<file path="config.mk">
export PLATFORM = sky130hd
export DESIGN_NAME = bin2bcd_seq_flat
export DESIGN_NICKNAME = d
export VERILOG_FILES = /design/src/rtl/calc_pkg.sv /design/src/rtl/bin2bcd_seq_if.sv /design/src/rtl/bcd_add3.sv /design/src/rtl/bin2bcd_seq.sv /design/src/flat_wrapper.sv
export SDC_FILE = /design/constraint.sdc
export NUM_CORES = 1
export LEC_CHECK = 0
export CAP_MARGIN = 5
export CORE_AREA = 2 2 65 61
export CTS_BUF_LIST = sky130_fd_sc_hd__clkbuf_16
export CTS_CLUSTER_SIZE = 20
export DETAILED_ROUTE_END_ITERATION = 16
export DIE_AREA = 0 0 67 63
export PLACE_DENSITY_LB_ADDON = 0.3
export SYNTH_ARGS = -nofsm -noshare
export SYNTH_HDL_FRONTEND = slang
export SYNTH_SLANG_ARGS = --single-unit
</file>
<file path="constraint.sdc">
create_clock -name clk -period 3.45 [get_ports clk]
set_input_delay 0.69 -clock clk [delete_from_list [all_inputs] [get_ports clk]]
set_output_delay 0.69 -clock clk [all_outputs]
set_load 0.005 [all_outputs]
</file>
<file path="src/rtl/calc_pkg.sv">
// Shared calculator definitions: converter FSM states, default datapath sizing
// and the BCD digit-count legality check.
package calc_pkg;

   typedef enum logic [1:0] {
      IDLE  = 2'd0,
      SHIFT = 2'd1,
      DONE  = 2'd2
   } conv_state_e;

   localparam int CALC_WIDTH  = 8;
   localparam int CALC_DIGITS = 3;

   // True when DIGITS decimal digits can hold every WIDTH-bit magnitude.
   function automatic bit digits_fit(input int width, input int digits);
      longint unsigned p10;
      longint unsigned maxv;
      p10 = 64'd1;
      for (int i = 0; i < digits; i++) begin
         p10 = p10 * 64'd10;
      end
      maxv = (64'd1 << width) - 64'd1;
      return (p10 > maxv);
   endfunction

endpackage

</file>
<file path="src/rtl/bin2bcd_seq_if.sv">
// Request/result bundle between the ALU side and the binary-to-BCD converter.
interface bin2bcd_seq_if
   import calc_pkg::*;
#(
   parameter int WIDTH  = CALC_WIDTH,
   parameter int DIGITS = CALC_DIGITS
);

   logic                  start;
   logic [WIDTH-1:0]      operand;
   logic                  is_signed;
   logic                  busy;
   logic                  done;
   logic                  neg;
   logic [4*DIGITS-1:0]   bcd;

   modport master (
      output start, operand, is_signed,
      input  busy, done, neg, bcd
   );

   modport slave (
      input  start, operand, is_signed,
      output busy, done, neg, bcd
   );

endinterface

</file>
<file path="src/rtl/bcd_add3.sv">
// One double-dabble correction cell: a BCD nibble of 5 or more gets 3 added
// so that the following left shift carries correctly into the next digit.
module bcd_add3 (
   input  logic [3:0] nibble_i,
   output logic [3:0] nibble_o
);

   always_comb begin
      nibble_o = nibble_i;
      if (nibble_i >= 4'd5) begin
         nibble_o = nibble_i + 4'd3;
      end else begin
         nibble_o = nibble_i;
      end
   end

endmodule

</file>
<file path="src/rtl/bin2bcd_seq.sv">
// Sequential binary-to-BCD converter (shift-and-add-3, one bit per clock) with
// optional two's complement input; result feeds the 7-segment digit decoders.
module bin2bcd_seq
   import calc_pkg::*;
#(
   parameter int WIDTH  = CALC_WIDTH,
   parameter int DIGITS = CALC_DIGITS
) (
   input  logic         clk,
   input  logic         rst_n,
   bin2bcd_seq_if.slave bus
);

   localparam int CW = $clog2(WIDTH + 1);
   localparam int AW = 4 * DIGITS;

   if ((WIDTH < 4) || (WIDTH > 16) || !digits_fit(WIDTH, DIGITS)) begin : g_param_check
      $error("bin2bcd_seq: WIDTH must be 4..16 and DIGITS must cover 2**WIDTH-1");
   end

   conv_state_e      state_q, state_d;
   logic [WIDTH-1:0] shreg_q, shreg_d;
   logic [AW-1:0]    acc_q, acc_d;
   logic [CW-1:0]    count_q, count_d;
   logic             sign_q, sign_d;
   logic [AW-1:0]    bcd_q, bcd_d;
   logic             neg_q, neg_d;
   logic             done_q, done_d;
   logic             busy_q, busy_d;

   logic [AW-1:0]    acc_adj_s;
   logic [WIDTH-1:0] mag_s;
   logic             in_neg_s;
   logic             unused_acc_msb_s;

   for (genvar g = 0; g < DIGITS; g++) begin : g_add3
      bcd_add3 u_add3 (
         .nibble_i (acc_q[4*g +: 4]),
         .nibble_o (acc_adj_s[4*g +: 4])
      );
   end

   // The top accumulator bit never carries out for legal DIGITS.
   assign unused_acc_msb_s = acc_adj_s[AW-1];

   // WIDTH-bit negation is exact here: the largest magnitude is 2**(WIDTH-1).
   always_comb begin
      in_neg_s = bus.is_signed & bus.operand[WIDTH-1];
      mag_s    = bus.operand;
      if (in_neg_s) begin
         mag_s = {WIDTH{1'b0}} - bus.operand;
      end else begin
         mag_s = bus.operand;
      end
   end

   always_comb begin
      state_d = state_q;
      shreg_d = shreg_q;
      acc_d   = acc_q;
      count_d = count_q;
      sign_d  = sign_q;
      case (state_q)
         IDLE: begin
            if (bus.start) begin
               shreg_d = mag_s;
               acc_d   = {AW{1'b0}};
               count_d = {CW{1'b0}};
               sign_d  = in_neg_s;
               state_d = SHIFT;
            end else begin
               state_d = IDLE;
            end
         end
         SHIFT: begin
            acc_d   = {acc_adj_s[AW-2:0], shreg_q[WIDTH-1]};
            shreg_d = {shreg_q[WIDTH-2:0], 1'b0};
            count_d = count_q + CW'(1);
            if (count_q == CW'(WIDTH - 1)) begin
               state_d = DONE;
            end else begin
               state_d = SHIFT;
            end
         end
         DONE: begin
            state_d = IDLE;
         end
         default: begin
            state_d = IDLE;
         end
      endcase
   end

   // Outputs are registered from the current state, so they trail it by one clock.
   always_comb begin
      done_d = (state_q == DONE);
      busy_d = (state_q != IDLE);
      bcd_d  = bcd_q;
      neg_d  = neg_q;
      if (state_q == DONE) begin
         bcd_d = acc_q;
         neg_d = sign_q;
      end else begin
         bcd_d = bcd_q;
         neg_d = neg_q;
      end
   end

   always_ff @(posedge clk or negedge rst_n) begin
      if (!rst_n) begin
         state_q <= IDLE;
         shreg_q <= {WIDTH{1'b0}};
         acc_q   <= {AW{1'b0}};
         count_q <= {CW{1'b0}};
         sign_q  <= 1'b0;
         bcd_q   <= {AW{1'b0}};
         neg_q   <= 1'b0;
         done_q  <= 1'b0;
         busy_q  <= 1'b0;
      end else begin
         state_q <= state_d;
         shreg_q <= shreg_d;
         acc_q   <= acc_d;
         count_q <= count_d;
         sign_q  <= sign_d;
         bcd_q   <= bcd_d;
         neg_q   <= neg_d;
         done_q  <= done_d;
         busy_q  <= busy_d;
      end
   end

   assign bus.busy = busy_q;
   assign bus.done = done_q;
   assign bus.neg  = neg_q;
   assign bus.bcd  = bcd_q;

endmodule
</file>
<file path="src/flat_wrapper.sv">
// flat-port wrapper written by rule: the top's interface ports become plain ports
module bin2bcd_seq_flat import calc_pkg::*;
#(
   parameter int WIDTH  = CALC_WIDTH,
   parameter int DIGITS = CALC_DIGITS
)
  (clk, rst_n, bus_start, bus_operand, bus_is_signed, bus_busy, bus_done, bus_neg, bus_bcd);
  bin2bcd_seq_if #(.WIDTH(WIDTH), .DIGITS(DIGITS)) bus_i ();
  input  logic clk;
  input  logic rst_n;
  input wire logic [$bits(bus_i.start)-1:0] bus_start;
  input wire logic [$bits(bus_i.operand)-1:0] bus_operand;
  input wire logic [$bits(bus_i.is_signed)-1:0] bus_is_signed;
  output wire logic [$bits(bus_i.busy)-1:0] bus_busy;
  output wire logic [$bits(bus_i.done)-1:0] bus_done;
  output wire logic [$bits(bus_i.neg)-1:0] bus_neg;
  output wire logic [$bits(bus_i.bcd)-1:0] bus_bcd;
  assign bus_i.start = bus_start;
  assign bus_i.operand = bus_operand;
  assign bus_i.is_signed = bus_is_signed;
  assign bus_busy = bus_i.busy;
  assign bus_done = bus_i.done;
  assign bus_neg = bus_i.neg;
  assign bus_bcd = bus_i.bcd;
  bin2bcd_seq #(.WIDTH(WIDTH), .DIGITS(DIGITS)) u_core (.clk(clk), .rst_n(rst_n), .bus(bus_i));
endmodule
</file>
==> run_summary.xml <==
<?xml version="1.0" encoding="UTF-8"?>
<metrics>
  <group name="status">
    <metric name="outcome" unit="">completed</metric>
  </group>
  <group name="floorplanning">
    <metric name="pin_count" unit="">27</metric>
    <metric name="die_h" unit="um">63</metric>
    <metric name="starting_utilization_of_the_core_area" unit="">0.551</metric>
    <metric name="floorplan.die.width" unit="um">67</metric>
    <metric name="fp-row-count" unit="">21</metric>
    <metric name="placeableCoreArea" unit="um^2">3570</metric>
    <metric name="die-area" unit="um^2">4220</metric>
  </group>
  <group name="sta">
    <metric name="timing.slew.headroom" unit="">0.399</metric>
    <metric name="fmax" unit="MHz">528</metric>
    <metric name="hold_viol_final" unit="">0</metric>
    <metric name="worst_pin_slew" unit="ns">0.901</metric>
    <metric name="grt_setup_unrepaired" unit="">no</metric>
    <metric name="finalCriticalPeriod" unit="ns">1.89</metric>
    <metric name="timing.final.crit_share" unit="">0.549</metric>
    <metric name="final-max-slew-violation-count" unit="">0</metric>
    <metric name="skew" unit="ns">0.00193</metric>
    <metric name="setup_total_negative_slack" unit="ns">0</metric>
    <metric name="fin_hold_ws" unit="ns">0.483</metric>
    <metric name="final-setup-viol-count" unit="">0</metric>
  </group>
  <group name="route">
    <metric name="detailedRoute.firstPassIterationCount" unit="">4</metric>
    <metric name="initialDrtViolationCount" unit="">107</metric>
    <metric name="postRouteWirelength" unit="mm">3.73</metric>
    <metric name="post_drt_via_cell_ratio" unit="">5.67</metric>
    <metric name="route.antenna.remaining_nets" unit="">0</metric>
    <metric name="post-route-drc-count" unit="">0</metric>
    <metric name="detailroute.via_count" unit="">1469</metric>
    <metric name="routed_wire_per_std_cell" unit="um">14.4</metric>
  </group>
  <group name="cells_and_area">
    <metric name="layout.cell_area.non_filler" unit="um^2">2380</metric>
    <metric name="finalNetCount" unit="">232</metric>
    <metric name="area_delta_synth_final" unit="%">21.1</metric>
    <metric name="antennaDiodeCount" unit="">0</metric>
    <metric name="fraction_of_layout_instances_using_a_drive_strength_above_1" unit="">0.0610</metric>
    <metric name="finalNonFillerCells" unit="">259</metric>
  </group>
  <group name="clock_tree">
    <metric name="clock_path_buffers" unit="">2</metric>
    <metric name="clk_latency" unit="ns">0.28</metric>
    <metric name="cts.htree.levels" unit="">2</metric>
    <metric name="tritoncts_num_sinks" unit="">42</metric>
    <metric name="tritoncts" unit="">built</metric>
    <metric name="cts_post_setup_buffers_inserted" unit="">0</metric>
    <metric name="cts_inserted_buffers" unit="">5</metric>
    <metric name="cts.reportedPaths.clkPinSlew" unit="ns">0.06</metric>
    <metric name="ctsHoldBuffers" unit="">0</metric>
    <metric name="cells_resized_by_post_cts_repair" unit="">0</metric>
    <metric name="cts_root_buf" unit="">sky130_fd_sc_hd__clkbuf_16</metric>
  </group>
  <group name="setup_path">
    <metric name="worst_path_cell_chain" unit="">clkdlybuf4s50_1, inv_1, ha_1, mux2_2, o22ai_1, a21oi_1</metric>
    <metric name="setup.worst_path.end_class" unit="">flop</metric>
    <metric name="timing.critical_path.fanout_max" unit="">3</metric>
    <metric name="worst_r2r_endpoint" unit="">u_core.acc_q[2]</metric>
    <metric name="max_stage_delay" unit="ns">0.51</metric>
    <metric name="cp.required" unit="ns">3.61</metric>
    <metric name="timing_worst_setup_path_type" unit="">primary input to flop</metric>
    <metric name="regToRegSetupSlack" unit="ns">1.67</metric>
    <metric name="worst_r2r_path_depth" unit="">6</metric>
    <metric name="critical_path.slowest_cell" unit="">sky130_fd_sc_hd__clkdlybuf4s50_1</metric>
    <metric name="critical_path.reg2reg.startpoint" unit="">u_core.acc_q[0]</metric>
    <metric name="cp-start-kind" unit="">primary input</metric>
    <metric name="crit_start" unit="">bus_operand[0]</metric>
    <metric name="arrival" unit="ns">2.05</metric>
  </group>
  <group name="global_route">
    <metric name="gr-total-overflow" unit="">0</metric>
    <metric name="grt_use_total" unit="">0.202</metric>
    <metric name="grt_start_max_net_pins" unit="">43</metric>
    <metric name="number_of_global_route_vias_before_repair" unit="">1444</metric>
    <metric name="grt_first_pass_wirelength" unit="mm">6.43</metric>
    <metric name="grt_antenna_before_repair" unit="">0</metric>
  </group>
  <group name="worst_hold_path">
    <metric name="hold_path_end" unit="">u_core.shreg_q[0]</metric>
    <metric name="path_category_of_the_worst_min_delay_check" unit="">flop to flop</metric>
    <metric name="whs_path_depth" unit="">2</metric>
    <metric name="hold_path.startpoint" unit="">u_core.shreg_q[0]</metric>
  </group>
  <group name="run">
    <metric name="cap_viol_max_count" unit="">0</metric>
  </group>
  <group name="placement">
    <metric name="placed_cells" unit="">251</metric>
    <metric name="hpwlAfterDp" unit="mm">2.63</metric>
    <metric name="count_of_buffers_from_port_buffering" unit="">26</metric>
    <metric name="post_dp_cell_area" unit="um^2">2250</metric>
    <metric name="globalplace.congestion" unit="">0.797</metric>
  </group>
  <group name="synthesis">
    <metric name="syn-cell-area" unit="um^2">1970</metric>
    <metric name="synth_cell_types" unit="">31</metric>
    <metric name="synth.top_cells.by_area" unit="">sky130_fd_sc_hd__dfrtp_1 53%, sky130_fd_sc_hd__ha_1 5.1%, sky130_fd_sc_hd__o21ai_0 4.3%</metric>
    <metric name="number_of_synthesized_register_bits" unit="">42</metric>
    <metric name="synthArstFlopShare" unit="">1.00</metric>
    <metric name="synthesis.instances" unit="">184</metric>
    <metric name="dominantRegCellSynth" unit="">sky130_fd_sc_hd__dfrtp_1</metric>
    <metric name="post_synth_most_frequent_cells" unit="">42 x sky130_fd_sc_hd__dfrtp_1, 22 x sky130_fd_sc_hd__nand2_1, 17 x sky130_fd_sc_hd__o21ai_0</metric>
    <metric name="synth_enable_flop_cells" unit="">0</metric>
    <metric name="synth_nets" unit="">204</metric>
    <metric name="yosysMostFrequentCell" unit="">sky130_fd_sc_hd__dfrtp_1</metric>
    <metric name="netlist.top_cell.by_area" unit="">sky130_fd_sc_hd__dfrtp_1</metric>
    <metric name="synthesis.area_per_instance" unit="um^2">10.7</metric>
    <metric name="synth.yosys.seq_area_share" unit="">0.534</metric>
    <metric name="number_of_warnings_reported_in_the_yosys_synthesis_log" unit="">0</metric>
    <metric name="synth.top_cell.area_share" unit="">0.534</metric>
  </group>
  <group name="power_and_ir_drop">
    <metric name="internal_power" unit="mW">1.34</metric>
    <metric name="p_leak" unit="nW">1.08</metric>
    <metric name="vdd_ir_drop_max" unit="V">0.000317</metric>
    <metric name="p_total" unit="mW">2.02</metric>
    <metric name="total_switching_power" unit="uW">686</metric>
    <metric name="netSwitchingFraction" unit="">0.339</metric>
    <metric name="power_frac_seq" unit="">0.411</metric>
    <metric name="pwr_density_cell" unit="nW/um^2">849</metric>
    <metric name="share_of_power_burned_in_the_clock_network" unit="">0.214</metric>
    <metric name="combPwrFrac" unit="">0.375</metric>
  </group>
</metrics>
[sequential cells by signal, summed over array words and instances, names as in the netlist]
| signal | flops |
|---|---|
| u_core.state_q | 2 |
| u_core.bus.bcd | 12 |
| u_core.shreg_q | 8 |
| u_core.bus.neg | 1 |
| u_core.bus.busy | 1 |
| u_core.count_q | 4 |
| u_core.bus.done | 1 |
| u_core.sign_q | 1 |
| u_core.acc_q | 12 |
[metal layers]
layer,global-route usage,wire (um)
met1,0.254,1570
met2,0.327,1920
met3,0.0541,185
met4,0.0791,55
met5,0,0
[per-stage QoR]
stage / utilization / setup WS (ns)
detailed placement: 0.629 / 1.26
global route: 0.667 / 1.46
finish: 0.667 / 1.56
global placement: 0.629 / 1.38
CTS: 0.667 / 1.55
floorplan: - / 1.92
[worst max-delay path: cells and delay by family]
family	cells	cell delay, ns
mux	1	0.27
buf+inv	2	0.59
compound gates	2	0.21
fa+ha+maj	1	0.30
[worst max path at each step]
stage,to,slack (ns),cells after the start
after floorplan,u_core.shreg_q[1],1.92,5
final,u_core.shreg_q[1],1.56,6
after global routing,u_core.shreg_q[7],1.46,5
after detailed placement,u_core.shreg_q[1],1.26,6
after CTS,u_core.shreg_q[1],1.55,6
after global placement,u_core.shreg_q[1],1.38,6
[layout by cell type (no fill, tap or decap), drive strengths merged, types with 3 or more instances in the layout]
cell / netlist / final
a21oi: 9 / 9
inv: 11 / 12
o22ai: 8 / 8
clkbuf: 0 / 5
nor3: 4 / 4
nand2b: 5 / 5
a22oi: 3 / 3
o31ai: 4 / 4
xnor2: 8 / 8
nor2: 10 / 10
ha: 8 / 8
nand2: 22 / 22
dfrtp: 42 / 42
mux2: 10 / 10
a32o: 3 / 3
o21ai: 19 / 19
clkdlybuf4s50: 0 / 25
[cells by family after synthesis]
logic type | Yosys count | synth area share
compound gates | 52 | 0.165
xor+xnor | 10 | 0.0445
fa+ha+maj | 8 | 0.0509
buf+inv | 16 | 0.0388
flops | 42 | 0.534
mux | 12 | 0.0674
simple gates | 44 | 0.0992
[power by group through the flow]
stage	combinational, mW	clock (mW)	sequential, mW
after floorplan	0.518	0	0.811
after global routing	0.854	0.463	0.861
final	0.758	0.433	0.833
after detailed placement	0.756	0	0.837
after global placement	0.712	0	0.822
after CTS	0.762	0.438	0.832
[layout make-up]
type	instances	area (um^2)
Timing Repair Buffer	26	255
Tap cell	46	57.6
Fill cell	301	1190
Sequential cell	42	1050
Inverter	11	41.3
Clock inverter	3	12.5
Clock buffer	5	125
Multi-Input combinational cell	126	841
(Power assumes the default switching activity.)
